[src/rtl/mem_arb_pkg.sv]
// Shared types and helpers for the round-robin mem-protocol arbiter.
package mem_arb_pkg;

  localparam int MEM_ADDR_W = 32;
  localparam int MEM_DATA_W = 32;

  function automatic int idx_width(input int n);
    return (n > 1) ? $clog2(n) : 1;
  endfunction

  // One requester's request fields, carried through the winner mux as a unit.
  typedef struct packed {
    logic [MEM_ADDR_W-1:0]   addr;
    logic                    we;
    logic [MEM_DATA_W-1:0]   wdata;
    logic [MEM_DATA_W/8-1:0] be;
  } mem_req_t;

endpackage

[src/rtl/mem_arb_idx_fifo.sv]
// In-order FIFO of requester indices, one entry per granted but unanswered request.
module mem_arb_idx_fifo
  import mem_arb_pkg::*;
#(
  parameter int DEPTH = 2,
  parameter int WIDTH = 1
) (
  input  logic                       clk_i,
  input  logic                       rst_ni,
  input  logic                       push,
  input  logic [WIDTH-1:0]           push_data,
  input  logic                       pop,
  output logic [WIDTH-1:0]           head,
  output logic [$clog2(DEPTH+1)-1:0] count,
  output logic                       full,
  output logic                       empty
);

  localparam int PW = idx_width(DEPTH);
  localparam int CW = $clog2(DEPTH + 1);
  localparam logic [PW-1:0] LAST = PW'(DEPTH - 1);

  logic [WIDTH-1:0] mem [DEPTH];
  logic [PW-1:0]    rd_ptr;
  logic [PW-1:0]    wr_ptr;
  logic             do_push;
  logic             do_pop;

  assign full    = (count == CW'(DEPTH));
  assign empty   = (count == '0);
  assign do_push = push & ~full;
  assign do_pop  = pop & ~empty;
  assign head    = mem[rd_ptr];

  always_ff @(posedge clk_i) begin
    if (do_push) mem[wr_ptr] <= push_data;
  end

  // Pointers wrap by compare-and-clear so non-power-of-2 depths work.
  always_ff @(posedge clk_i or negedge rst_ni) begin
    if (!rst_ni) begin
      rd_ptr <= '0;
      wr_ptr <= '0;
      count  <= '0;
    end else begin
      if (do_push) wr_ptr <= (wr_ptr == LAST) ? '0 : wr_ptr + 1'b1;
      if (do_pop)  rd_ptr <= (rd_ptr == LAST) ? '0 : rd_ptr + 1'b1;
      case ({do_push, do_pop})
        2'b10:   count <= count + 1'b1;
        2'b01:   count <= count - 1'b1;
        default: count <= count;
      endcase
    end
  end

endmodule

[src/rtl/mem_rr_arbiter.sv]
// Round-robin arbiter sharing one mem master port among NUM_REQ requesters;
// responses are routed back in order through an index FIFO, with no added latency.
module mem_rr_arbiter
  import mem_arb_pkg::*;
#(
  parameter int NUM_REQ         = 2,
  parameter int MEM_ADDR_WIDTH  = MEM_ADDR_W,
  parameter int MEM_DATA_WIDTH  = MEM_DATA_W,
  parameter int MAX_OUTSTANDING = 2
) (
  input  logic                                clk_i,
  input  logic                                rst_ni,
  input  logic [NUM_REQ-1:0]                  s_mem_req,
  output logic [NUM_REQ-1:0]                  s_mem_gnt,
  input  logic [NUM_REQ*MEM_ADDR_WIDTH-1:0]   s_mem_addr,
  input  logic [NUM_REQ-1:0]                  s_mem_we,
  input  logic [NUM_REQ*MEM_DATA_WIDTH-1:0]   s_mem_wdata,
  input  logic [NUM_REQ*MEM_DATA_WIDTH/8-1:0] s_mem_be,
  output logic [NUM_REQ-1:0]                  s_mem_valid,
  output logic [NUM_REQ*MEM_DATA_WIDTH-1:0]   s_mem_rdata,
  output logic [NUM_REQ-1:0]                  s_mem_error,
  output logic                                m_mem_req,
  input  logic                                m_mem_gnt,
  output logic [MEM_ADDR_WIDTH-1:0]           m_mem_addr,
  output logic                                m_mem_we,
  output logic [MEM_DATA_WIDTH-1:0]           m_mem_wdata,
  output logic [MEM_DATA_WIDTH/8-1:0]         m_mem_be,
  input  logic                                m_mem_valid,
  input  logic [MEM_DATA_WIDTH-1:0]           m_mem_rdata,
  input  logic                                m_mem_error,
  output logic                                unexpected_rsp_o
);

  localparam int IW = idx_width(NUM_REQ);
  localparam int BW = MEM_DATA_WIDTH / 8;
  localparam int CW = $clog2(MAX_OUTSTANDING + 1);
  localparam logic [IW-1:0] LAST_REQ = IW'(NUM_REQ - 1);

  logic [IW-1:0] rr_ptr;
  logic [IW-1:0] lock_idx;
  logic          lock_valid;
  logic [IW-1:0] winner;
  logic [IW-1:0] head;
  logic [CW-1:0] count;
  logic          full;
  logic          empty;
  logic          accept;
  logic          rsp_ok;
  mem_req_t      sel;

  // A locked winner keeps the bridge's view stable while it withholds grant.
  always_comb begin
    logic [IW-1:0] cand;
    logic          found;
    int            pos;
    cand   = '0;
    found  = 1'b0;
    pos    = 0;
    winner = rr_ptr;
    for (int k = 0; k < NUM_REQ; k++) begin
      pos = int'(rr_ptr) + k;
      if (pos >= NUM_REQ) pos = pos - NUM_REQ;
      cand = IW'(pos);
      if (!found && s_mem_req[cand]) begin
        winner = cand;
        found  = 1'b1;
      end
    end
    if (lock_valid) winner = lock_idx;
  end

  always_comb begin
    sel = '0;
    for (int i = 0; i < NUM_REQ; i++) begin
      if (winner == IW'(i)) begin
        sel.addr  = s_mem_addr[i*MEM_ADDR_WIDTH +: MEM_ADDR_WIDTH];
        sel.we    = s_mem_we[i];
        sel.wdata = s_mem_wdata[i*MEM_DATA_WIDTH +: MEM_DATA_WIDTH];
        sel.be    = s_mem_be[i*BW +: BW];
      end
    end
  end

  assign m_mem_req   = (|s_mem_req) & ~full;
  assign m_mem_addr  = sel.addr;
  assign m_mem_we    = sel.we;
  assign m_mem_wdata = sel.wdata;
  assign m_mem_be    = sel.be;
  assign accept      = m_mem_req & m_mem_gnt;
  assign rsp_ok      = m_mem_valid & (count != '0);

  always_comb begin
    s_mem_gnt = '0;
    if (accept) s_mem_gnt[winner] = 1'b1;
  end

  always_comb begin
    s_mem_valid = '0;
    s_mem_rdata = '0;
    s_mem_error = '0;
    if (rsp_ok) s_mem_valid[head] = 1'b1;
    for (int i = 0; i < NUM_REQ; i++) begin
      s_mem_rdata[i*MEM_DATA_WIDTH +: MEM_DATA_WIDTH] = s_mem_valid[i] ? m_mem_rdata : '0;
      s_mem_error[i] = s_mem_valid[i] & m_mem_error;
    end
  end

  always_ff @(posedge clk_i or negedge rst_ni) begin
    if (!rst_ni) begin
      rr_ptr           <= '0;
      lock_valid       <= 1'b0;
      lock_idx         <= '0;
      unexpected_rsp_o <= 1'b0;
    end else begin
      if (accept) begin
        lock_valid <= 1'b0;
        rr_ptr     <= (winner == LAST_REQ) ? '0 : winner + 1'b1;
      end else if (m_mem_req) begin
        lock_valid <= 1'b1;
        lock_idx   <= winner;
      end
      if (m_mem_valid && empty) unexpected_rsp_o <= 1'b1;
    end
  end

  mem_arb_idx_fifo #(
    .DEPTH (MAX_OUTSTANDING),
    .WIDTH (IW)
  ) u_idx_fifo (
    .clk_i     (clk_i),
    .rst_ni    (rst_ni),
    .push      (accept),
    .push_data (winner),
    .pop       (m_mem_valid),
    .head      (head),
    .count     (count),
    .full      (full),
    .empty     (empty)
  );

endmodule

[config.mk]
export PLATFORM = sky130hd
export DESIGN_NAME = mem_rr_arbiter
export DESIGN_NICKNAME = d
export VERILOG_FILES = /design/src/rtl/mem_arb_pkg.sv /design/src/rtl/mem_arb_idx_fifo.sv /design/src/rtl/mem_rr_arbiter.sv
export SDC_FILE = /design/constraint.sdc
export NUM_CORES = 1
export LEC_CHECK = 0
export CAP_MARGIN = 5
export CORE_AREA = 2 2 122 124
export CTS_BUF_LIST = sky130_fd_sc_hd__clkbuf_4
export CTS_CLUSTER_DIAMETER = 40
export CTS_CLUSTER_SIZE = 16
export DETAILED_ROUTE_END_ITERATION = 6
export DIE_AREA = 0 0 124 126
export SYNTH_ARGS = -nofsm -noshare
export SYNTH_HDL_FRONTEND = slang
export SYNTH_SLANG_ARGS = --single-unit
export TNS_END_PERCENT = 30
[constraint.sdc]
create_clock -name clk_i -period 3.3 [get_ports clk_i]
set_input_delay 0.495 -clock clk_i [delete_from_list [all_inputs] [get_ports clk_i]]
set_output_delay 0.495 -clock clk_i [all_outputs]
set_load 0.1 [all_outputs]
==> results of run 1 <==
[cell type report]
class	count	area (sq um)
fillers	1297	7771
flip-flops and latches	10	260.3
inverters	4	15.01
clock buffers	3	22.52
multi-input cells	168	1414
well taps	184	230.2
clock inverters	1	3.754
repair buffers	320	4597
[per-stage QoR]
step | area [sq um] | util, % | hold slack (ns)
floorplan | 1794 | - | 0.1994
global placement | 6516 | 45.52 | 0.4411
detailed placement | 6516 | 45.52 | 0.4867
CTS | 6543 | 45.71 | 0.4982
global route | 6543 | 45.71 | 0.5207
finish | 6543 | 45.71 | 0.4990
[per-layer routing]
metal / GRT usage (%) / vias to the layer above / share of wire [%]
met4: 1.785 / 0 / 0.51
met3: 6.522 / 4 / 15
met2: 27.18 / 198 / 54
met1: 13.32 / 1223 / 30
li1: - / 1284 / -
met5: 0 / - / 0
[synth_stat cells (2+ instances only)]
| library cell | count | area share (%) |
|---|---|---|
| sky130_fd_sc_hd__and2_1 | 66 | 23 |
| sky130_fd_sc_hd__mux2_2 | 63 | 40 |
| sky130_fd_sc_hd__dfrtp_1 | 8 | 11 |
| sky130_fd_sc_hd__buf_6 | 7 | 4.4 |
| sky130_fd_sc_hd__clkbuf_1 | 7 | 1.5 |
| sky130_fd_sc_hd__nor2_1 | 7 | 1.5 |
| sky130_fd_sc_hd__mux2_1 | 6 | 3.8 |
| sky130_fd_sc_hd__inv_1 | 4 | 0.84 |
| sky130_fd_sc_hd__xnor2_1 | 4 | 2.0 |
| sky130_fd_sc_hd__nand2_1 | 3 | 0.63 |
| sky130_fd_sc_hd__nor2b_1 | 3 | 1.0 |
| sky130_fd_sc_hd__edfxtp_1 | 2 | 3.3 |
| sky130_fd_sc_hd__o21a_1 | 2 | 0.84 |
[flip-flops by register name, summed over array words and instances, names as in the netlist]
register           flops
u_idx_fifo.mem         2
lock_idx               1
u_idx_fifo.rd_ptr      1
unexpected_rsp_o       1
lock_valid             1
rr_ptr                 1
u_idx_fifo.wr_ptr      1
u_idx_fifo.count       2
[worst paths after layout]
check                                         start             endpoint  cells after the start
worst max-delay path                   s_mem_req[1]      m_mem_wdata[29]                      7
worst min-delay path                         rst_ni    u_idx_fifo.rd_ptr                      1
worst max register to register  u_idx_fifo.count[1]  u_idx_fifo.count[1]                      5
worst min register to register     unexpected_rsp_o     unexpected_rsp_o                      1
max in group asynchronous                    rst_ni  u_idx_fifo.count[1]                      1
min in group clk_i                 unexpected_rsp_o     unexpected_rsp_o                      1
[logic make-up (layout without fill, tap and decap cells)]
group                      Yosys count  count (layout)  share of synthesized area [%]
muxes                               70              70                          43.86
and+or+nand+nor                     82              82                          27.27
adders and majority gates            2               2                          1.325
AOI/OAI and AO/OA                    9               9                          3.905
buffers and inverters               18             328                          6.695
xor gates and xnor gates             5               5                          2.441
DFF                                 10              10                          14.50
[cell usage in the layout (no fill, tap or decap), drive strengths merged]
master and n:
ha 1, edfxtp 2, inv 4, o22ai 1
xnor2 4, o21a 2, a21oi 1, nand2 3
or3b 1, nor3 1, a31oi 1, clkbuf 3
xor2 1, mux2i 1, mux2 69, a32oi 1
clkinv 1, o21ai 2, buf 143, and2 66
nor2b 3, maj3 1, dfrtp 8, nor2 7
clkdlybuf4s50 177, a21o 1, and3 1
[worst max-delay path, delay by kind of cell]
family / cells / cell delay, ns
compound gates: 1 / 0.15
mux: 1 / 0.43
buf+inv: 4 / 1.12
fa+ha+maj: 1 / 0.32
==> results list, run 1 <==
- Netlist area before placement: about 1800 sq um
* Unrepaired setup endpoints after global routing: no
- Counting along the longest clock path gives a buffer depth of 2.
- FF-to-FF setup slack: approximately 1.4 ns
* Wire length of the first global-routing pass: 16.76 mm
- Async set-reset flop share out of synthesis: 80.00%
* Final nets: roughly 690
- The path class of the tightest hold or removal check is in -> async.
- Critical Setup Path Class: in -> out
- During placement, the flow inserted port buffers numbering roughly 320.
- Detailed-placement wirelength estimate: between 10 and 15 mm
* Aggregate global-route resource usage: 13.91%
* Proportion of layout cells with a drive suffix above 1: a little over two fifths
- During synthesis, Yosys emitted a total of 0 warnings.
* Highest clock frequency the design can meet: between 300 and 400 MHz
* Die area: approximately 16000 sq um
- The detail route stage leaves a number of antenna-violating nets equal to 0.
- Overall overflow remaining after global route: 0
- The die is 126 microns tall.
* Required @ worst endpoint: ~2.8 ns
* Final Routed Wirelength: 11.50 mm
- Number of buffers added by the clock tree synthesis step: 3
* Clock latency on the worst-skew pair: approximately 0.26 ns
- Cell with the largest stage delay on the worst path: sky130_fd_sc_hd__clkdlybuf4s50_1
- Antenna violations before repair: 0
* Number of buffers inserted by hold repair at cts: 0
- Setup violations remaining at the end of the flow were counted as 0.
- After synthesis the netlist holds a flip-flop and latch count of 10.
* First-pass iteration count of the detailed router: 4
* Cells after DPL: just under 700
* Gate count of the mapped netlist: 196
- Post-cts sizing count: 0
- Syn avg cell area: 9.154 sq um
- The tree is rooted in a sky130_fd_sc_hd__clkbuf_4.
- The number of hold-slack violations in the final timing report was 0.
* Register area share after synthesis: around 15%
* Syn nets: roughly 370
* Highest cell delay on the worst timing path: about 0.56 ns
- For the final database, setup skew stands at about 0.0037 ns.
* ANT cells: 0
- Setup bufs post-CTS: 0
- In the routed design, unresolved DRC markers number 0.
- Iteration-0 DRC count of the detailed router: 34
- Vias in the first global route: a little under 3000
- At the end of routability-driven placement, the weighted congestion stood at 0.7885.
* Critical path fanouts, max: 73
* Relative area change from synthesis to final layout: 264.6%
* Number of cell rows: 44
- Number of distinct library cells after synthesis: 27
* Data arrival time of the critical path: 2.59 ns
- In this run the number of H-tree levels came out at 1.
- For this design, the sink count on the clock tree is 10.
- Width of the chip: approximately 120 microns
* Cell seen most often among critical-path stages: sky130_fd_sc_hd__buf_12
- Timing analysis after detailed placement gives a worst setup slack of roughly 0.23 ns.
- The initial utilization of the core area, before any placement, comes to 12.53%.
* Final worst-path cycle share: 93.55%
- Type of element capturing the critical path: output pin
- The core region is around 14000 sq um.
- Dividing the detail-routed via count by the number of cells gives a little under 4.
* Status: finished clean
- Clock tree from TritonCTS: done
- For the pin with the worst max-slew slack, the measured transition is ~0.96 ns.
* Primary FF master, synth: sky130_fd_sc_hd__dfrtp_1
* Max-slew violation total from the final report: 0
- Yosys mapped a number of flops with a built-in enable equal to 2.
- Total Negative Setup Slacks: 0 ns
* Tightest slew margin relative to the limit: ~36%
- The signal on the critical path passes through clkdlybuf4s50_1 -> inv_1 -> maj3_2 -> o21ai_4 -> buf_12 -> mux2_2 -> buf_12.
- between 300 and 400 I/O pins were placed.
- Startpoint class of the critical path: primary input
* Final Non-Filler Cells: a little under 700
* Max-cap violation count: 0
- Entering global routing, the biggest net connects 74 pins.
* Post-route minimum period: just over 3 ns
* Via count: 2709
* Clock input transition at the sequential cells of the worst setup and hold paths: 0.07 ns
- Per-cell routed wire length: roughly 17 microns
- Final setup margin: roughly 0.21 ns
Power of run 1 is not shown: default switching activity piles up to over one toggle a cycle in this logic, so the estimate is an artifact.
==> run 2: changes to the inputs <==
==> constraint.sdc (replaced) <==
create_clock -name clk_i -period 3.77 [get_ports clk_i]
set_input_delay 0.5655 -clock clk_i [delete_from_list [all_inputs] [get_ports clk_i]]
set_output_delay 0.5655 -clock clk_i [all_outputs]
set_load 0.1 [all_outputs]
==> run 2 against run 1 <==
Clock skew increased by 0.0015 ns. First-iteration DRC count increased by 26%. Non-clock buffer count increased by 1. Sequential cell count unchanged. Cell count increased by 0.14%. Via count increased by 0.44%. Setup slack improved by 0.40 ns. Design area about the same. Critical path depth unchanged. Global-route usage increased by 0.25 points. Largest cell class unchanged. Highest routed layer unchanged.
==> results list, run 2 (synthesized netlist as in run 1, its figures left out) <==
- Status: finished clean
- The library cell used most frequently in the layout, excluding fill and tap cells, is sky130_fd_sc_hd__clkdlybuf4s50_1.
- Clock latency on the worst-skew pair: between 0.2 and 0.3 ns
- Final hold viol count: 0
- Width of the chip: between 100 and 150 microns
- The number of gates resized after CTS was 0.
- Final hold analysis gives a worst-case slack of between 0.4 and 0.5 ns.
* Largest net degree at the start of global routing: 54
- Clock tree synthesis inserted a total of 3 buffers.
- Die extent in y: between 100 and 150 microns
- First-pass iteration count of the detailed router: 4
* Antenna violations before repair: 0
- Routability-driven placement finished with a final weighted congestion of around 0.8.
* Via count: around 2700
- Final nets: between 600 and 700
* Capture point of the worst reg-to-reg path: u_idx_fifo.count[1]
* Via density per instance: a little under 4
- Clock input transition at the sequential cells of the worst setup and hold paths: ~0.06 ns
- The detail route stage leaves a number of antenna-violating nets equal to 0.
- Slew at the pin closest to its max-slew limit: about 0.96 ns
* Post-route minimum period: 3.155 ns
- Critical Setup Path Class: in -> out
- Proportion of layout cells with a drive suffix above 1: between 40 and 50%
* Unrepaired setup endpoints after global routing: no
- Classification of the worst-slack hold path: reg -> reg
* Setup Viol. Count Final: 0
- # DRC: 0
- Number of cell rows: between 40 and 50
* Max-cap violation count: 0
- Origin of the worst min-delay path: unexpected_rsp_o
- The total count of max-transition violations in the final report was 0.
* Required @ worst endpoint: around 3.2 ns
- The number of hold buffers added after CTS was 0.
- STA classifies the critical path startpoint as a primary input.
- Top-level port count: about 320
* Maximum clock skew at final layout: 0.005153 ns
* FF-to-FF setup slack: approximately 1.8 ns
- Relative area change from synthesis to final layout: 264.6%
* Combined buffer and inverter count along the critical path: 4
* Worst flop-to-flop path startpoint: u_idx_fifo.count[1]
* Std-Cell Core Area: between 10000 and 15000 sq um
* Per-cell routed wire length: ~17 microns
* Cell with the largest stage delay on the worst path: sky130_fd_sc_hd__clkdlybuf4s50_1
* Kind of cell adding the most delay to the critical path: buffers and inverters
- Measured in cells, the most critical reg-to-reg path has a length of 5.
* Overall overflow remaining after global route: 0
- STA classifies the critical path endpoint as an output pin.
- Vias in the first global route: roughly 2900
- Highest cell delay on the worst timing path: ~0.55 ns
* Setup bufs post-CTS: 0
* Die area: roughly 16000 sq um
- Clock buffer depth: 2
* Worst path cell trace: clkdlybuf4s50_1 -> inv_1 -> maj3_2 -> o21ai_4 -> buf_4 -> mux2_2 -> buf_12
* Highest clock frequency the design can meet: approximately 320 MHz
- CTS saw 10 sinks.
- The largest registers in the layout are u_idx_fifo.count: 2 flops, u_idx_fifo.mem: 2 flops.
- The worst hold path terminates at unexpected_rsp_o.
* Clock tree from TritonCTS: done
- Critical path fanouts, max: 20
- Deepest level of the CTS H-tree: 1
* Final Routed Wirelength: roughly 12 mm
* Final worst-path cycle share: between 80 and 90%
- Data arrival time of the critical path: 2.59 ns
- The count of buffers added on input and output ports is approximately 320.
* Wire length of the first global-routing pass: approximately 17 mm
* Total Negative Setup Slacks: 0 ns
- Summed over all nets, the half-perimeter wirelength after detailed placement is approximately 11 mm.
* Most frequent cells in the layout: 177 x sky130_fd_sc_hd__clkdlybuf4s50_1, 139 x sky130_fd_sc_hd__buf_12, 66 x sky130_fd_sc_hd__and2_1
* Iteration-0 DRC count of the detailed router: 43
* Tightest slew margin relative to the limit: roughly 36%
- Starting density of the core: 12.53%
* ANT cells: 0
- Worst Hold Depth: 1
- The cell sitting at the root of the clock tree is a sky130_fd_sc_hd__clkbuf_4.
- Aggregate global-route resource usage: 14.16%
run 2: changes by cell type in the layout (fill, tap and decap cells not counted):
cell                       previous run  this run
sky130_fd_sc_hd__clkbuf_4             3         4
sky130_fd_sc_hd__buf_4                3         5
sky130_fd_sc_hd__buf_12             140       139
sky130_fd_sc_hd__clkinv_1             1         0
run 2: how the worst max path moves through the flow:
stage / startpoint / to / slack, ns / depth (start not counted)
2_1_floorplan: m_mem_valid / s_mem_rdata[11] / 0.34 / 4
3_3_place_gp: s_mem_req[1] / m_mem_wdata[7] / 0.64 / 7
3_5_place_dp: s_mem_req[1] / m_mem_wdata[29] / 0.61 / 7
4_1_cts: s_mem_req[1] / m_mem_wdata[29] / 0.60 / 7
5_1_grt: s_mem_req[1] / m_mem_wdata[7] / 0.52 / 7
6_report: s_mem_req[1] / m_mem_wdata[29] / 0.61 / 7
run 2: cell type report:
cell class	instances	area, sq um
Inverter	4	15.01
Multi-Input combinational cell	168	1414
Timing Repair Buffer	321	4592
Clock buffer	4	30.03
Tap cell	184	230.2
Sequential cell	10	260.3
Fill cell	1347	7772
run 2: routing by layer:
metal  part of all wire, %  global-route usage, %
met3                    13                  5.480
met1                    32                  14.18
met2                    54                  27.63
met5                     0                      0
met4                  0.95                  2.049
run 2: stage by stage:
step                worst slack [ns]  std cells  area (sq um)  util (%)
global placement              0.6417        687          6511     45.49
finish                        0.6147        691          6541     45.70
CTS                           0.5976        691          6541     45.70
global route                  0.5231        691          6541     45.70
floorplan                     0.3367        196          1794         -
detailed placement            0.6143        687          6511     45.49
run 2: worst reg2reg max path: cells and delay by family, from the launching register on:
kind                     cells  cell delay, ns
flip-flops                   1            0.41
adder cells (fa/ha/maj)      1            0.37
XOR/XNOR                     1            0.19
AND/OR/NAND/NOR              3            0.89
Power of run 2 is left out for the same reason.
==> run 3: changes to the inputs <==
--- a/config.mk
+++ b/config.mk
@@ -6,12 +6,12 @@
 export NUM_CORES = 1
 export LEC_CHECK = 0
 export CAP_MARGIN = 5
-export CORE_AREA = 2 2 122 124
+export CORE_AREA = 2 2 124 126
 export CTS_BUF_LIST = sky130_fd_sc_hd__clkbuf_4
 export CTS_CLUSTER_DIAMETER = 40
 export CTS_CLUSTER_SIZE = 16
 export DETAILED_ROUTE_END_ITERATION = 6
-export DIE_AREA = 0 0 124 126
+export DIE_AREA = 0 0 126 128
 export SYNTH_ARGS = -nofsm -noshare
 export SYNTH_HDL_FRONTEND = slang
 export SYNTH_SLANG_ARGS = --single-unit
==> constraint.sdc (replaced) <==
create_clock -name clk_i -period 3 [get_ports clk_i]
set_input_delay 0.45 -clock clk_i [delete_from_list [all_inputs] [get_ports clk_i]]
set_output_delay 0.45 -clock clk_i [all_outputs]
set_load 0.1 [all_outputs]
==> run 3 against run 2 <==
Critical path depth did not move. Design area grew 0.54%. Clock skew down 0.0024 ns. Hold slack improved by 0.0062 ns. Register-to-register slack lost 0.73 ns. Die area grew 3.2%. Sequential share of layout area barely moved. Clock-buffer cell count unchanged. Sequential cell count unchanged. Critical endpoint is now m_mem_wdata[13]. Largest cell class unchanged. Highest routed layer unchanged.
==> results list, run 3 (synthesized netlist as in run 1, its figures left out) <==
- After clock tree synthesis, the repair step resized 0 gates.
* Post-route minimum period: approximately 2.9 ns
- Critical Setup Path Class: in -> out
* Clock tree from TritonCTS: done
* Root Buffer: sky130_fd_sc_hd__clkbuf_4
* Data arrival time of the critical path: between 2 and 2.5 ns
- In this run the tool buffered the top-level ports with 317 buffer cells.
* Number of buffers added by the clock tree synthesis step: 3
- Top-level port count: about 320
- Sink Count: 10
- The via count of the first global-routing pass was 2898.
- Slew at the pin closest to its max-slew limit: 0.5178 ns
* Wire length of the first global-routing pass: ~18 mm
- Setup repair after global routing left no endpoint under its margin.
* ANT cells: 0
- After clock tree synthesis, the setup repair step added 0 buffers.
- Tightest slew margin relative to the limit: around 65%
- Final worst-path cycle share: 95.25%
* Total Negative Setup Slacks: 0 ns
- Per-cell routed wire length: 17.53 microns
- Global routing finished with a remaining overflow of 0.
- In this design, the stage delay of the slowest critical-path cell is ~0.48 ns.
* Largest net degree at the start of global routing: 50
* Std-Cell Core Area: ~15000 sq um
- The initial antenna violation count is 0.
- For this design, the CTS-stage hold fixing added 0 buffers.
* Proportion of layout cells with a drive suffix above 1: ~42%
- Worst path cell trace: clkdlybuf4s50_1 -> inv_1 -> maj3_2 -> o21ai_4 -> buf_12 -> mux2_2 -> buf_12
- Final hold viol count: 0
- CTS built an H-tree with a depth of 1.
- Maximum clock skew at final layout: 0.002732 ns
- The slowest stage of the critical path belongs to the cell sky130_fd_sc_hd__clkdlybuf4s50_1.
- Critical path fanouts, max: 49
- For this configuration, the core starts out at a cell density of 12.07%.
- Cell seen most often among critical-path stages: sky130_fd_sc_hd__buf_12
- Leaving out fill and tap cells, the most frequent cells in the layout are 176 x sky130_fd_sc_hd__clkdlybuf4s50_1, 141 x sky130_fd_sc_hd__buf_12, 66 x sky130_fd_sc_hd__and2_1.
- For this block, the initial DRC count from the detailed router was 58.
* Cells after DPL: around 690
* Number of cell rows: 45
* Clock latency on the worst-skew pair: between 0.2 and 0.3 ns
* Type of element capturing the critical path: output pin
* Setup Viol. Count Final: 0
- The final layout contains ~700 nets.
* Number of fillers in the final layout: 1399
* Via count: approximately 2700
- The die is 128 microns tall.
* Classification of the worst-slack hold path: reg -> reg
- After the flow finishes, the layout carries non-filler instances totaling around 700.
* # DRC: 0
* Clock input transition at the sequential cells of the worst setup and hold paths: 0.06 ns
- No sink is reached through more buffers than the 2 on the longest clock path.
- Data on the critical path is required at its endpoint by about 2.6 ns.
- Max-cap violations in this run came to 0.
- First-pass iteration count of the detailed router: 4
- Highest clock frequency the design can meet: roughly 350 MHz
- STA classifies the critical path startpoint as a primary input.
- Dividing the detail-routed via count by the number of cells gives 3.894.
- The total count of max-transition violations in the final report came to 0.
- Relative to the synthesized area, the layout overhead comes to 266.5%.
- Detailed-placement wirelength estimate: 11.05 mm
- The count of nets left with antenna violations once routing finished came out at 0.
- Top flop regs: u_idx_fifo.count: 2 flops, u_idx_fifo.mem: 2 flops
* Status: finished clean
* Final Routed Wirelength: 12.20 mm
* Most frequent standard cell in the layout excluding fill and tap cells: sky130_fd_sc_hd__clkdlybuf4s50_1
* Aggregate global-route resource usage: around 14%
- The congestion estimate from routability-driven global placement came to slightly below 0.9.
* Width of the chip: approximately 130 microns
* Die area: 16130 sq um
run 3: cell types whose count changed in the layout (fill, tap and decap cells not counted):
cell / previous run / this run
sky130_fd_sc_hd__buf_12: 139 / 141
sky130_fd_sc_hd__clkdlybuf4s50_1: 177 / 176
run 3: worst max-delay path: cells and delay by family:
family / cells / cell delay (ns)
buffers and inverters: 4 / 0.99
adder cells (fa/ha/maj): 1 / 0.32
multiplexers: 1 / 0.45
AO/OA/AOI/OAI: 1 / 0.16
run 3: cell type report:
type	instances	area [sq um]	share of cell area [%]
clock buffer	4	30.03	0.4566
sequential	10	260.3	3.957
multi-input combinational	168	1414	21.50
tap	188	235.2	3.577
timing repair buffer	322	4622	70.28
inverter	4	15.01	0.2283
run 3: layer usage:
metal	share of wire, %	vias up	GRT usage, %	wire, microns
li1	-	1292	-	-
met1	34	1226	14.01	4109
met2	56	190	28.37	6772
met3	11	2	4.883	1290
met4	0.21	0	1.551	26
met5	0	-	0	0
run 3: through the flow:
| stage | hold slack (ns) | util, % | cell area, sq um | setup WS [ns] |
|---|---|---|---|---|
| finish | 0.4617 | 44.24 | 6576 | 0.1425 |
| global route | 0.4983 | 44.24 | 6576 | 0.08498 |
| CTS | 0.4717 | 44.24 | 6576 | 0.1210 |
| detailed placement | 0.4549 | 44.04 | 6546 | 0.1270 |
| global placement | 0.4516 | 44.04 | 6546 | 0.1284 |
| floorplan | 0.1544 | - | 1795 | -0.1874 |
run 3: final timing paths:
check / startpoint / endpoint / slack, ns / cells after the start
worst max-delay path: s_mem_req[1] / m_mem_wdata[13] / 0.14 / 7
worst min-delay path: unexpected_rsp_o / unexpected_rsp_o / 0.46 / 1
worst max register to register: u_idx_fifo.count[1] / u_idx_fifo.count[1] / 1.10 / 5
worst min register to register: unexpected_rsp_o / unexpected_rsp_o / 0.46 / 1
max in group asynchronous: rst_ni / rr_ptr / 2.25 / 1
min in group asynchronous: rst_ni / u_idx_fifo.wr_ptr / 0.48 / 1
Power of run 3 is left out for the same reason.
